File: src/rtl/hyperbus_arbiter_if.sv
// hyperbus_arbiter_if: requester-side and hyperbus_fifo-side signals of the arbiter
interface hyperbus_arbiter_if #(
    parameter int NREQ       = 4,
    parameter int ADDR_WIDTH = 32,
    parameter int DATA_WIDTH = 32
);
    logic [NREQ-1:0]            req_rrq;
    logic [NREQ-1:0]            req_wrq;
    logic [NREQ*ADDR_WIDTH-1:0] req_adr;
    logic [NREQ*DATA_WIDTH-1:0] req_wdat;
    logic [NREQ-1:0]            req_gnt;
    logic [DATA_WIDTH-1:0]      req_rdat;
    logic [NREQ-1:0]            req_rvalid;
    logic                       fifo_rrq;
    logic                       fifo_wrq;
    logic [ADDR_WIDTH-1:0]      fifo_adr;
    logic [DATA_WIDTH-1:0]      fifo_tx_dat;
    logic                       fifo_tx_ready;
    logic [DATA_WIDTH-1:0]      fifo_rx_dat;
    logic                       fifo_rx_valid;

    modport slave (
        input  req_rrq, req_wrq, req_adr, req_wdat, fifo_tx_ready, fifo_rx_dat, fifo_rx_valid,
        output req_gnt, req_rdat, req_rvalid, fifo_rrq, fifo_wrq, fifo_adr, fifo_tx_dat
    );

    modport master (
        output req_rrq, req_wrq, req_adr, req_wdat, fifo_tx_ready, fifo_rx_dat, fifo_rx_valid,
        input  req_gnt, req_rdat, req_rvalid, fifo_rrq, fifo_wrq, fifo_adr, fifo_tx_dat
    );
endinterface

File: src/rtl/hyperbus_arbiter.sv
// hyperbus_arbiter: round-robin read/write arbiter in front of hyperbus_fifo with read-tag routing
module hyperbus_arbiter #(
    parameter int NREQ       = 4,
    parameter int ADDR_WIDTH = 32,
    parameter int DATA_WIDTH = 32,
    parameter int MAX_OUT    = 3,
    parameter int WR_HOLD    = 4
) (
    input  logic                         clk,
    input  logic                         rst_n,
    hyperbus_arbiter_if.slave            bus,
    output logic [$clog2(MAX_OUT+1)-1:0] rd_outstanding,
    output logic                         err_unexp
);
    localparam int PW = NREQ > 1 ? $clog2(NREQ) : 1;
    localparam int TW = MAX_OUT > 1 ? $clog2(MAX_OUT) : 1;
    localparam int CW = $clog2(MAX_OUT + 1);
    localparam int HW = WR_HOLD > 1 ? $clog2(WR_HOLD) : 1;
    localparam logic [1:0] ST_IDLE    = 2'd0;
    localparam logic [1:0] ST_WR_HOLD = 2'd1;
    localparam logic [1:0] ST_WR_WAIT = 2'd2;

    logic [1:0]            state_q, state_d;
    logic [HW-1:0]         hold_q, hold_d;
    logic [PW-1:0]         rr_q, rr_d, sel, idx;
    logic                  found, sel_rd, go, push, pop;
    logic [NREQ-1:0]       rd_el, wr_el;
    logic [NREQ-1:0]       gnt_q, gnt_d, rvalid_q, rvalid_d;
    logic                  rrq_q, rrq_d, wrq_q, wrq_d, err_q, err_d;
    logic [ADDR_WIDTH-1:0] adr_q, adr_d;
    logic [DATA_WIDTH-1:0] tdat_q, tdat_d, rdat_q, rdat_d;
    logic [PW-1:0]         tags_q [MAX_OUT];
    logic [PW-1:0]         tags_d [MAX_OUT];
    logic [TW-1:0]         wp_q, wp_d, rp_q, rp_d;
    logic [CW-1:0]         cnt_q, cnt_d;

    assign rd_el = bus.req_rrq & {NREQ{cnt_q < CW'(MAX_OUT)}};
    assign wr_el = bus.req_wrq & {NREQ{bus.fifo_tx_ready}};

    // Round-robin search for the first eligible requester at or after rr_ptr; reads beat writes
    always_comb begin
        found  = 1'b0;
        sel    = '0;
        sel_rd = 1'b0;
        idx    = '0;
        for (int k = 0; k < NREQ; k++) begin
            idx = PW'((int'(rr_q) + k) % NREQ);
            if (!found && (rd_el[idx] || wr_el[idx])) begin
                found  = 1'b1;
                sel    = idx;
                sel_rd = rd_el[idx];
            end
        end
    end

    // Grant, write-holdoff FSM, tag FIFO and read-data routing next-state
    always_comb begin
        go       = state_q == ST_IDLE && gnt_q == '0 && found;
        push     = go && sel_rd;
        pop      = bus.fifo_rx_valid && cnt_q != '0;
        gnt_d    = go ? NREQ'(1) << sel : '0;
        rrq_d    = push;
        wrq_d    = go && !sel_rd;
        adr_d    = go ? bus.req_adr[sel*ADDR_WIDTH +: ADDR_WIDTH] : '0;
        tdat_d   = go ? bus.req_wdat[sel*DATA_WIDTH +: DATA_WIDTH] : '0;
        rr_d     = go ? (sel == PW'(NREQ - 1) ? '0 : sel + 1'b1) : rr_q;
        state_d  = state_q;
        hold_d   = hold_q;
        if (wrq_d) begin
            state_d = ST_WR_HOLD;
            hold_d  = HW'(WR_HOLD - 1);
        end else if (state_q == ST_WR_HOLD) begin
            state_d = hold_q == '0 ? ST_WR_WAIT : ST_WR_HOLD;
            hold_d  = hold_q - 1'b1;
        end else if (state_q == ST_WR_WAIT && bus.fifo_tx_ready) begin
            state_d = ST_IDLE;
        end
        tags_d   = tags_q;
        if (push) tags_d[wp_q] = sel;
        wp_d     = push ? (wp_q == TW'(MAX_OUT - 1) ? '0 : wp_q + 1'b1) : wp_q;
        rp_d     = pop ? (rp_q == TW'(MAX_OUT - 1) ? '0 : rp_q + 1'b1) : rp_q;
        cnt_d    = cnt_q + CW'(push) - CW'(pop);
        rvalid_d = pop ? NREQ'(1) << tags_q[rp_q] : '0;
        rdat_d   = pop ? bus.fifo_rx_dat : rdat_q;
        err_d    = err_q | (bus.fifo_rx_valid && cnt_q == '0);
    end

    // State registers; reset clears every output and empties the tag FIFO at once
    always_ff @(posedge clk or negedge rst_n) begin
        if (!rst_n) begin
            state_q  <= ST_IDLE;
            hold_q   <= '0;
            rr_q     <= '0;
            gnt_q    <= '0;
            rvalid_q <= '0;
            rrq_q    <= 1'b0;
            wrq_q    <= 1'b0;
            err_q    <= 1'b0;
            adr_q    <= '0;
            tdat_q   <= '0;
            rdat_q   <= '0;
            tags_q   <= '{default: '0};
            wp_q     <= '0;
            rp_q     <= '0;
            cnt_q    <= '0;
        end else begin
            state_q  <= state_d;
            hold_q   <= hold_d;
            rr_q     <= rr_d;
            gnt_q    <= gnt_d;
            rvalid_q <= rvalid_d;
            rrq_q    <= rrq_d;
            wrq_q    <= wrq_d;
            err_q    <= err_d;
            adr_q    <= adr_d;
            tdat_q   <= tdat_d;
            rdat_q   <= rdat_d;
            tags_q   <= tags_d;
            wp_q     <= wp_d;
            rp_q     <= rp_d;
            cnt_q    <= cnt_d;
        end
    end

    assign bus.req_gnt     = gnt_q;
    assign bus.req_rvalid  = rvalid_q;
    assign bus.req_rdat    = rdat_q;
    assign bus.fifo_rrq    = rrq_q;
    assign bus.fifo_wrq    = wrq_q;
    assign bus.fifo_adr    = adr_q;
    assign bus.fifo_tx_dat = tdat_q;
    assign rd_outstanding  = cnt_q;
    assign err_unexp       = err_q;
endmodule

File: src/flat_wrapper.sv
// flat-port wrapper written by rule: the top's interface ports become plain ports
module hyperbus_arbiter_flat 
#(
    parameter int NREQ       = 4,
    parameter int ADDR_WIDTH = 32,
    parameter int DATA_WIDTH = 32,
    parameter int MAX_OUT    = 3,
    parameter int WR_HOLD    = 4
)
  (clk, rst_n, rd_outstanding, err_unexp, bus_req_rrq, bus_req_wrq, bus_req_adr, bus_req_wdat, bus_fifo_tx_ready, bus_fifo_rx_dat, bus_fifo_rx_valid, bus_req_gnt, bus_req_rdat, bus_req_rvalid, bus_fifo_rrq, bus_fifo_wrq, bus_fifo_adr, bus_fifo_tx_dat);
  hyperbus_arbiter_if #(.NREQ(NREQ), .ADDR_WIDTH(ADDR_WIDTH), .DATA_WIDTH(DATA_WIDTH)) bus_i ();
  input  logic clk;
  input  logic rst_n;
  output logic [$clog2(MAX_OUT+1)-1:0] rd_outstanding;
  output logic err_unexp;
  input wire logic [$bits(bus_i.req_rrq)-1:0] bus_req_rrq;
  input wire logic [$bits(bus_i.req_wrq)-1:0] bus_req_wrq;
  input wire logic [$bits(bus_i.req_adr)-1:0] bus_req_adr;
  input wire logic [$bits(bus_i.req_wdat)-1:0] bus_req_wdat;
  input wire logic [$bits(bus_i.fifo_tx_ready)-1:0] bus_fifo_tx_ready;
  input wire logic [$bits(bus_i.fifo_rx_dat)-1:0] bus_fifo_rx_dat;
  input wire logic [$bits(bus_i.fifo_rx_valid)-1:0] bus_fifo_rx_valid;
  output wire logic [$bits(bus_i.req_gnt)-1:0] bus_req_gnt;
  output wire logic [$bits(bus_i.req_rdat)-1:0] bus_req_rdat;
  output wire logic [$bits(bus_i.req_rvalid)-1:0] bus_req_rvalid;
  output wire logic [$bits(bus_i.fifo_rrq)-1:0] bus_fifo_rrq;
  output wire logic [$bits(bus_i.fifo_wrq)-1:0] bus_fifo_wrq;
  output wire logic [$bits(bus_i.fifo_adr)-1:0] bus_fifo_adr;
  output wire logic [$bits(bus_i.fifo_tx_dat)-1:0] bus_fifo_tx_dat;
  assign bus_i.req_rrq = bus_req_rrq;
  assign bus_i.req_wrq = bus_req_wrq;
  assign bus_i.req_adr = bus_req_adr;
  assign bus_i.req_wdat = bus_req_wdat;
  assign bus_i.fifo_tx_ready = bus_fifo_tx_ready;
  assign bus_i.fifo_rx_dat = bus_fifo_rx_dat;
  assign bus_i.fifo_rx_valid = bus_fifo_rx_valid;
  assign bus_req_gnt = bus_i.req_gnt;
  assign bus_req_rdat = bus_i.req_rdat;
  assign bus_req_rvalid = bus_i.req_rvalid;
  assign bus_fifo_rrq = bus_i.fifo_rrq;
  assign bus_fifo_wrq = bus_i.fifo_wrq;
  assign bus_fifo_adr = bus_i.fifo_adr;
  assign bus_fifo_tx_dat = bus_i.fifo_tx_dat;
  hyperbus_arbiter #(.NREQ(NREQ), .ADDR_WIDTH(ADDR_WIDTH), .DATA_WIDTH(DATA_WIDTH), .MAX_OUT(MAX_OUT), .WR_HOLD(WR_HOLD)) u_core (.clk(clk), .rst_n(rst_n), .bus(bus_i), .rd_outstanding(rd_outstanding), .err_unexp(err_unexp));
endmodule
File: config.mk
export PLATFORM = sky130hd
export DESIGN_NAME = hyperbus_arbiter_flat
export DESIGN_NICKNAME = d
export VERILOG_FILES = /design/src/rtl/hyperbus_arbiter_if.sv /design/src/rtl/hyperbus_arbiter.sv /design/src/flat_wrapper.sv
export SDC_FILE = /design/constraint.sdc
export NUM_CORES = 1
export LEC_CHECK = 0
export ABC_CLOCK_PERIOD_IN_PS = 8150
export CAP_MARGIN = 20
export CORE_AREA = 2 2 157 159
export CTS_BUF_LIST = sky130_fd_sc_hd__clkbuf_16
export DETAILED_ROUTE_END_ITERATION = 10
export DIE_AREA = 0 0 159 161
export PLACE_DENSITY_LB_ADDON = 0.08
export RECOVER_POWER = 25
export SETUP_SLACK_MARGIN = 0.2
export SLEW_MARGIN = 20
export SYNTH_ARGS = -nofsm -noshare
export SYNTH_HDL_FRONTEND = slang
export SYNTH_SLANG_ARGS = --single-unit
File: constraint.sdc
create_clock -name clk -period 8.15 [get_ports clk]
set_clock_uncertainty 0.05 [all_clocks]
set_input_delay 0.815 -clock clk [delete_from_list [all_inputs] [get_ports clk]]
set_output_delay 0.815 -clock clk [all_outputs]
set_load 0.005 [all_outputs]
# --- Word-level counts from Yosys, hierarchy flattened ---
# Cells that the tools add are included.
op_classes:
  magnitude_cmp: 8
  eq_ne: 5
  reduce_logical: 26
  bitwise: 5
  mux: 47
  n_shift: 4
  n_addsub: 9
op_table:
  columns: ["cell", "count"]
  rows:
  - ["$shiftx A128 B8 Y32", 2]
  - ["$mux W32", 2]
  - ["$mux W2", 16]
  - ["$bmux W1 S2", 8]
  - ["$mux W1", 16]
  - ["$lt A2 B3 Y1 const B", 4]
  - ["$logic_and A1 B1 Y1", 11]
  - ["$add A2 B1 Y2 const B", 4]
  - ["$and A4 B4 Y4", 2]
  - ["$eq A2 B2 Y1 const B", 4]
  - ["$mux W4", 2]
  - ["$shl A1 B2 Y4 const A", 2]
  - ["$bwmux W6", 1]
  - ["$ge A3 B3 Y1 const B", 2]
  - ["$logic_not A2 Y1", 3]
  - ["$not A2 Y3", 2]
  - ["$add A2 B2 Y2 const B", 2]
  - ["$bmux W2 S2", 1]
  - ["$demux W2 S2", 1]
  - ["$logic_not A1 Y1", 4]
  - ["$logic_not A4 Y1", 1]
  - ["$logic_or A1 B1 Y1", 4]
  - ["$reduce_bool A2 Y1", 2]
  - ["$lt A3 B1 Y1 const B", 1]
  - ["7 further kinds", 7]
totals:
  reg_bits: 125
  word_cells: 121
  output_inout_bits: 109
  inputBits: 300

# --- Depth between registers and ports, before layout ---
# Gate-level depths: netlist of the first run.
depth:
  word_depth: 19
  mapped_depth: 13
  ltp_nobuf: 9

# --- Worst setup path before layout of the first run ---
# Ideal clock, no wire load.
synth_path:
  path_kind: "input to register"
  start: "input port bus_req_wrq[0]"
  end: "register u_core.rr_q[1]"
  required_ns: 7.975
  path_buffers: 2
  stages: 9
  arrival_ns: 2.799
  path_slack_ns: 5.176
  setup_time_ns: 0.125
  cell_sequence: "mux4_2 > nand2_1 > o211a_1 > o311ai_2 > o22ai_2 > buf_2 > buf_2 > ha_1 > mux2_2"
synth_via:
  elab_chain_len: 16
  elab_cells_between_ends: 31
  classes_between: "add/sub: 1; eq/ne: 1; mux: 17; bitwise: 1; reduce/logical: 11"
synth_rtl:
  columns: ["item", "line", "source"]
  rows:
  - ["from (decl)", "flat_wrapper.sv:17", "input wire logic [$bits(bus_i.req_wrq)-1:0] bus_req_wrq;"]
  - ["$and A4 B4 Y4 *", "hyperbus_arbiter.sv:38", "assign wr_el = bus.req_wrq & {NREQ{bus.fifo_tx_ready}};"]
  - ["$bmux W1 S2", "hyperbus_arbiter.sv:48", "if (!found && (rd_el[idx] || wr_el[idx])) begin"]
  - ["$mux W1 (implied by the code)", "hyperbus_arbiter.sv:48", null]
  - ["$logic_or A1 B1 Y1", "hyperbus_arbiter.sv:48", null]
  - ["$mux W1", "hyperbus_arbiter.sv:48", null]
  - ["$logic_not A1 Y1", "hyperbus_arbiter.sv:48", null]
  - ["$logic_and A1 B1 Y1", "hyperbus_arbiter.sv:48", null]
  - ["$mux W1", "hyperbus_arbiter.sv:48", null]
  - ["$logic_not A1 Y1", "hyperbus_arbiter.sv:48", null]
  - ["$logic_and A1 B1 Y1", "hyperbus_arbiter.sv:48", null]
  - ["$mux W1", "hyperbus_arbiter.sv:48", null]
  - ["$logic_not A1 Y1", "hyperbus_arbiter.sv:48", null]
  - ["$logic_and A1 B1 Y1", "hyperbus_arbiter.sv:48", null]
  - ["$mux W2 *", "hyperbus_arbiter.sv:48", null]
  - ["via u_core.sel[0]", "hyperbus_arbiter.sv:25", "logic [PW-1:0] rr_q, rr_d, sel, idx;"]
  - ["$add A2 B1 Y2 or $eq A2 B2 Y1 (tied branches)", "hyperbus_arbiter.sv:66", "rr_d = go ? (sel == PW'(NREQ - 1) ? '0 : sel + 1'b1) : rr_q;"]
  - ["$mux W2 *", "hyperbus_arbiter.sv:66", null]
  - ["to (signal assigned)", "hyperbus_arbiter.sv:109", "rr_q <= rr_d;"]
  - ["to (decl)", "hyperbus_arbiter.sv:25", null]
# Mark *: on every way through the listed nets, which the timed path passes. The rest lies on a longest branch. The select of a mux whose other input is x is not followed.
# A chain may end at the register's enable or synchronous reset.

# --- Worst setup path after layout of the first run ---
layout_path:
  start: "input port bus_fifo_rx_valid"
  end: "register u_core.cnt_q[1], in the netlist u_core.rd_outstanding[1]"
layout_via:
  elab_chain_len: 2
layout_rtl:
  columns: ["item", "line", "source"]
  rows:
  - ["from (decl)", "flat_wrapper.sv:22", "input wire logic [$bits(bus_i.fifo_rx_valid)-1:0] bus_fifo_rx_valid;"]
  - ["$logic_and A1 B1 Y1", "hyperbus_arbiter.sv:60", "pop = bus.fifo_rx_valid && cnt_q != '0;"]
  - ["$sub A2 B1 Y2", "hyperbus_arbiter.sv:82", "cnt_d = cnt_q + CW'(push) - CW'(pop);"]
  - ["via u_core.cnt_d[1]", "hyperbus_arbiter.sv:35", "logic [CW-1:0] cnt_q, cnt_d;"]
  - ["to (signal assigned)", "hyperbus_arbiter.sv:121", "cnt_q <= cnt_d;"]
  - ["to (decl)", "hyperbus_arbiter.sv:35", null]
# The timed path passes the listed nets, and every way through them passes these cells.

==> results of run 1 <==
cell usage after synthesis, types with 5 or more instances:
cell / n / share of area, %
inv_1: 15 / 0.83
mux2_1: 7 / 1.2
clkbuf_1: 31 / 1.7
buf_2: 14 / 1.0
a311oi_1: 57 / 7.3
xnor2_1: 5 / 0.64
o21ai_0: 6 / 0.44
ha_1: 7 / 1.3
nand2_1: 243 / 13
dfrtp_1: 125 / 46
a211oi_1: 65 / 7.2
buf_6: 10 / 1.7
nor2b_1: 68 / 6.3
mux2_2: 6 / 0.99
a311oi_2: 7 / 1.5
a21oi_1: 6 / 0.44
nor2_1: 18 / 0.99
per-layer routing:
layer / wire length, um / global-route usage, % / up-vias / share of wire (%)
li1: - / - / 3359 / -
met5: 13 / 0 / - / 0.048
met1: 10500 / 23.0 / 3191 / 39
met4: 659 / 7.64 / 2 / 2.4
met2: 13600 / 36.0 / 254 / 50
met3: 2260 / 7.50 / 31 / 8.3
cells by family (layout without fill, tap and decap cells):
logic type                 count (synthesis)  count (layout)
muxes                                     22              22
AOI/OAI and AO/OA                        166             166
adders and majority gates                  7               7
xor gates and xnor gates                   5               5
other                                      0               4
and+or+nand+nor                          341             341
buffers and inverters                     77             465
DFF                                      125             125
power by group through the flow:
stage | sequential [mW] | combinational, mW | clock (mW)
6_report | 0.767 | 1.12 | 0.796
5_1_grt | 0.780 | 1.24 | 0.847
4_1_cts | 0.768 | 1.14 | 0.819
3_5_place_dp | 0.780 | 1.13 | 0
3_3_place_gp | 0.777 | 1.12 | 0
2_1_floorplan | 0.776 | 0.692 | 0
final cells by class:
type                            instances  area (um^2)  area share (%)
Timing Repair Buffer                  417         4160            35.7
Multi-Input combinational cell        541         3290            28.2
Sequential cell                       125         3130            26.8
Clock buffer                           17          425            3.65
Tap cell                              324          405            3.48
Clock inverter                         15          189            1.62
Inverter                               16         60.1           0.515
Antenna cell                            4         10.0          0.0858
critical path, cell delays in order:
cell	delay [ns]
dlygate4sd3_1	0.56
o21ai_0	0.08
clkbuf_1	1.18
clkinv_1	1.10
ha_1	0.58
inv_1	0.04
ha_1	0.18
xnor2_1	0.13
xnor2_1	0.12
path summary, 6_finish.rpt:
path	endpoint	slack, ns
max	u_core.rd_outstanding[1]$_DFF_PN0_	3.62
min	u_core.err_unexp$_DFF_PN0_	0.41
max reg2reg	u_core.rr_q[1]$_DFFE_PN0P_	3.95
min reg2reg	u_core.err_unexp$_DFF_PN0_	0.41
max in group asynchronous	u_core.bus.fifo_tx_dat[3]$_DFF_PN0_	3.93
min in group asynchronous	u_core.bus.fifo_tx_dat[14]$_DFF_PN0_	1.72
registers in the layout, indices dropped and copies added, names as in the netlist, 4 cells and up:
signal / flops
u_core.bus.fifo_tx_dat: 32
u_core.bus.req_rdat: 32
u_core.bus.req_rvalid: 4
u_core.bus.req_gnt: 4
u_core.tags_q: 6
u_core.bus.fifo_adr: 32
metrics by stage:
stage | util [%] | instances
final | 48.7 | 1459
after global routing | 48.7 | 1459
after CTS | 48.7 | 1455
after detailed placement | 46.1 | 1423
after global placement | 46.0 | 1422
after floorplan | - | 743
==> results_dict.tcl, run 1 <==
set metrics [dict create \
    h-tree-depth 4 \
    p_leak_nw 4.85 \
    ys_seq_area_share_pct 46.0 \
    gp_congestion 0.852 \
    synthSimpleGateAreaFrac_pct 21.8 \
    drv_cap 2 \
    die_area_um2 25600 \
    switching_share_pct 36.8 \
    setup_tns_ns 0 \
    p_total_mw 2.68 \
    post_cts_buffers 0 \
    layout_commonest_cell "clkdlybuf4s50_1" \
    ios 409 \
    synthMuxAreaShare_pct 4.18 \
    hold_start "u_core.err_unexp$_DFF_PN0_" \
    postRouteAntennaNets 0 \
    tightest_slew_ns 4.02 \
    routedWlPerCell_um 18.6 \
    mappedNetlistArea_um2 6800 \
    start_util_pct 28.4 \
    ys_ff_latch 125 \
    io_buffers 408 \
    syn_avg_cell_area_um2 9.15 \
    final_cell_mix "405 x clkdlybuf4s50_1, 243 x nand2_1, 125 x dfrtp_1" \
    dieHeight_um 161 \
    first_iter_violations 359 \
    dpl-instance-area_um2 11100 \
    synth-edff-count 0 \
    ys_warn_count 0 \
    drive_above_1_share_pct 5.57 \
    n_fill_cell 2288 \
    violations "capacitance limit, slew limit" \
    setup_slack_ns 3.62 \
    power_frac_comb_pct 41.7 \
    hold_ws_ns 0.406 \
    p_switching_uw 988 \
    synth.distinct_cells 48 \
    antenna_found_initial 6 \
    period_share_pct 55.6 \
    p_per_area_nw_per_um2 230 \
    holdBufCountCts 0 \
    cts_root_buffer "clkbuf_16" \
    rsz0062_at_grt "false" \
    fp-row-count 57 \
    final_hold_viol_count 0 \
    worst_setup_path_end_kind "flip-flop" \
    syn2layout_area_growth_pct 71.7 \
    seq_power_share_pct 28.6 \
    synth_fa_ha_area_share_pct 1.29 \
    hold_class "reg -> reg" \
    cp-startpoint "bus_fifo_rx_valid" \
    min_period_ns 4.53 \
    grt_max_degree 115 \
    cts.sinks 125 \
    synth_top_family_by_area "simple AND/OR/NAND/NOR gates" \
    fmax_mhz 221 \
    power.internal_mw 1.69 \
    synth_top_flop_cell "dfrtp_1" \
    via_per_inst 4.69 \
    die_w_um 159 \
    cts_repair_resize_count 0 \
    synth_compound_area_share_pct 20.1 \
    insertion_delay_ns 0.42 \
    maxSlewViolCount 109 \
    ir_drop_mv 0.133 \
    crit_fanout 36 \
    cp_data_arrival_time_ns 4.78 \
    required_ns 8.40 \
    r2r_cells 9 \
    drc 0 \
    status "finished, violations left" \
    maxSlewHeadroom_pct -168 \
    syn-num-nets 1050 \
    dp_slack_ns 3.63 \
    gr-usage-all-layers_pct 20.6 \
    start_kind "input port" \
    core_area_um2 24000 \
    setup_viol 0 \
    wl_um 27100 \
    cts_buffers 17 \
    grt_overflow 0 \
    clk_pin_slew_ns 0.06 \
    regToRegStartpoint "u_core.rr_q[0]$_DFFE_PN0P_" \
    clockBufferDepth 2 \
    grt_pass1_vias 6762 \
    dr.pass1.iters 5 \
    cts_tree "built" \
    netlist_instances 743 \
    synth-xor-area-share_pct 0.644 \
    final_area_um2 11700 \
    min_path_cells 1 \
    hpwl_um 20000 \
    clkPwrFrac_pct 29.7 \
    grt_pass1_wl_um 40200 \
    nets 1425 \
    synthArstFlopShare_pct 100 \
    critPathKind "in -> reg" \
    vias 6837 \
]
Note: power is estimated with default switching activity, not from simulation.
==> run 2: changes to the inputs <==
ABC_CLOCK_PERIOD_IN_PS = 4600   (was 8150)
CORE_AREA = 2 2 159 161   (was 2 2 157 159)
DIE_AREA = 0 0 161 163   (was 0 0 159 161)
clock period = 4.6 ns   (was 8.15 ns; I/O delays follow)
==> results_dict.tcl, run 2 (synthesized netlist as in run 1, its figures left out) <==
set metrics [dict create \
    cp_data_arrival_time_ns 3.58 \
    grt_pass1_wl_um 40200 \
    r2r_cells 8 \
    fmax_mhz 301 \
    routedWlPerCell_um 18.5 \
    ir_drop_mv 0.189 \
    cts_buffers 17 \
    min_path_cells 1 \
    syn2layout_area_growth_pct 72.1 \
    maxSlewHeadroom_pct -75.4 \
    die_w_um 161 \
    h-tree-depth 4 \
    hpwl_um 20400 \
    p_leak_nw 4.88 \
    vias 6911 \
    critical-path-max-stage-delay_ns 0.87 \
    antennaDiodeCount 0 \
    fp-row-count 58 \
    setup_viol 0 \
    finish.utilization_pct 47.4 \
    cp_cell_sequence "mux4_2 -> nand2_1 -> o211a_1 -> o311ai_2 -> o22ai_4 -> buf_12 -> a211oi_1 -> a311oi_1" \
    core_area_um2 24700 \
    critPathKind "reg -> reg" \
    postRouteAntennaNets 0 \
    required_ns 4.86 \
    clockBufferDepth 2 \
    insertion_delay_ns 0.41 \
    crit_fanout 51 \
    ios 409 \
    holdBufCountCts 0 \
    tightest_slew_ns 2.63 \
    grt_max_degree 101 \
    rsz0062_at_grt "false" \
    nets 1428 \
    drc 0 \
    dieHeight_um 163 \
    grt_pass1_vias 6807 \
    hold_class "reg -> reg" \
    cts_repair_resize_count 0 \
    worst_setup_path_end_kind "flip-flop" \
    p_per_area_nw_per_um2 406 \
    start_kind "flip-flop" \
    cp_slowest_cell "dfrtp_1" \
    seq_area_um2 3130 \
    gr-usage-all-layers_pct 20.0 \
    status "finished, violations left" \
    cts_root_buffer "clkbuf_16" \
    start_util_pct 27.5 \
    setup_tns_ns 0 \
    gp_congestion 0.874 \
    drv_cap 1 \
    via_per_inst 4.72 \
    setup_slack_ns 1.27 \
    maxSlewViolCount 98 \
    io_buffers 408 \
    n_fill_cell 2392 \
    first_iter_violations 403 \
    violations "capacitance limit, slew limit" \
    drive_above_1_share_pct 6.17 \
    cts_tree "built" \
    antenna_found_initial 0 \
    layout_commonest_cell "clkdlybuf4s50_1" \
    period_share_pct 72.3 \
    dp_slack_ns 1.26 \
    final_hold_viol_count 0 \
    dr.pass1.iters 4 \
    min_period_ns 3.33 \
    multi_input_area_um2 3290 \
    wl_um 27100 \
    clk_pin_slew_ns 0.06 \
    post_cts_buffers 0 \
    die_area_um2 26200 \
    final_cell_mix "407 x clkdlybuf4s50_1, 243 x nand2_1, 125 x dfrtp_1" \
    grt_overflow 0 \
    cts.sinks 125 \
]
## run 2: changes by cell type in the layout (fill, tap and decap cells not counted), sizes merged
cell and change:
buf +4, bufinv -1, clkbuf -1, clkdlybuf4s50 +2
clkinv +1, clkinvlp -1, diode -4, dlygate4sd3 -2
inv +1
## run 2: worst paths after layout
kind,start,end,slack [ns]
max in group asynchronous,rst_n,u_core.tags_q[4]$_DFFE_PN0P_,2.13
min in group asynchronous,rst_n,u_core.bus.req_rdat[26]$_DFFE_PN0P_,0.82
worst max register to register,u_core.rr_q[0]$_DFFE_PN0P_,u_core.bus.fifo_tx_dat[20]$_DFF_PN0_,1.27
worst min register to register,u_core.err_unexp$_DFF_PN0_,u_core.err_unexp$_DFF_PN0_,0.41
worst max-delay path,u_core.rr_q[0]$_DFFE_PN0P_,u_core.bus.fifo_tx_dat[20]$_DFF_PN0_,1.27
worst min-delay path,u_core.err_unexp$_DFF_PN0_,u_core.err_unexp$_DFF_PN0_,0.41
## run 2: final cells by class
cell class | instances | share of cell area (%)
Multi-Input combinational cell | 541 | 28.1
Clock inverter | 15 | 1.39
Clock buffer | 17 | 3.64
Sequential cell | 125 | 26.7
Inverter | 16 | 0.513
Timing Repair Buffer | 420 | 36.1
Tap cell | 330 | 3.53
## run 2: per-stage QoR
stage | std cells | hold slack [ns] | cell area [um^2] | power (mW)
floorplan | 743 | 0.114 | 6800 | 2.60
global placement | 1432 | 0.391 | 11100 | 3.42
detailed placement | 1432 | 0.405 | 11100 | 3.44
CTS | 1464 | 0.166 | 11700 | 4.82
global route | 1464 | 0.441 | 11700 | 5.09
finish | 1464 | 0.407 | 11700 | 4.75
## run 2: report_power, final
part	leakage [nW]	switching [mW]	internal (mW)
clock network	0.286	0.556	0.807
logic	2.96	1.10	0.925
registers	1.64	0.107	1.25
## run 2: layer usage
metal / track usage [%] / up-vias / wire, um
li1: - / 3352 / -
met1: 23.5 / 3255 / 11000
met2: 35.0 / 268 / 13600
met3: 6.04 / 36 / 1890
met4: 6.57 / 0 / 587
met5: 0 / - / 0
## run 2: worst max-delay path, delay by kind of cell, from the launching register on
family	cells	cell delay (ns)
multiplexers	1	0.58
flip-flops	1	0.87
AO/OA/AOI/OAI	5	1.28
AND/OR/NAND/NOR	1	0.08
buffers and inverters	1	0.31
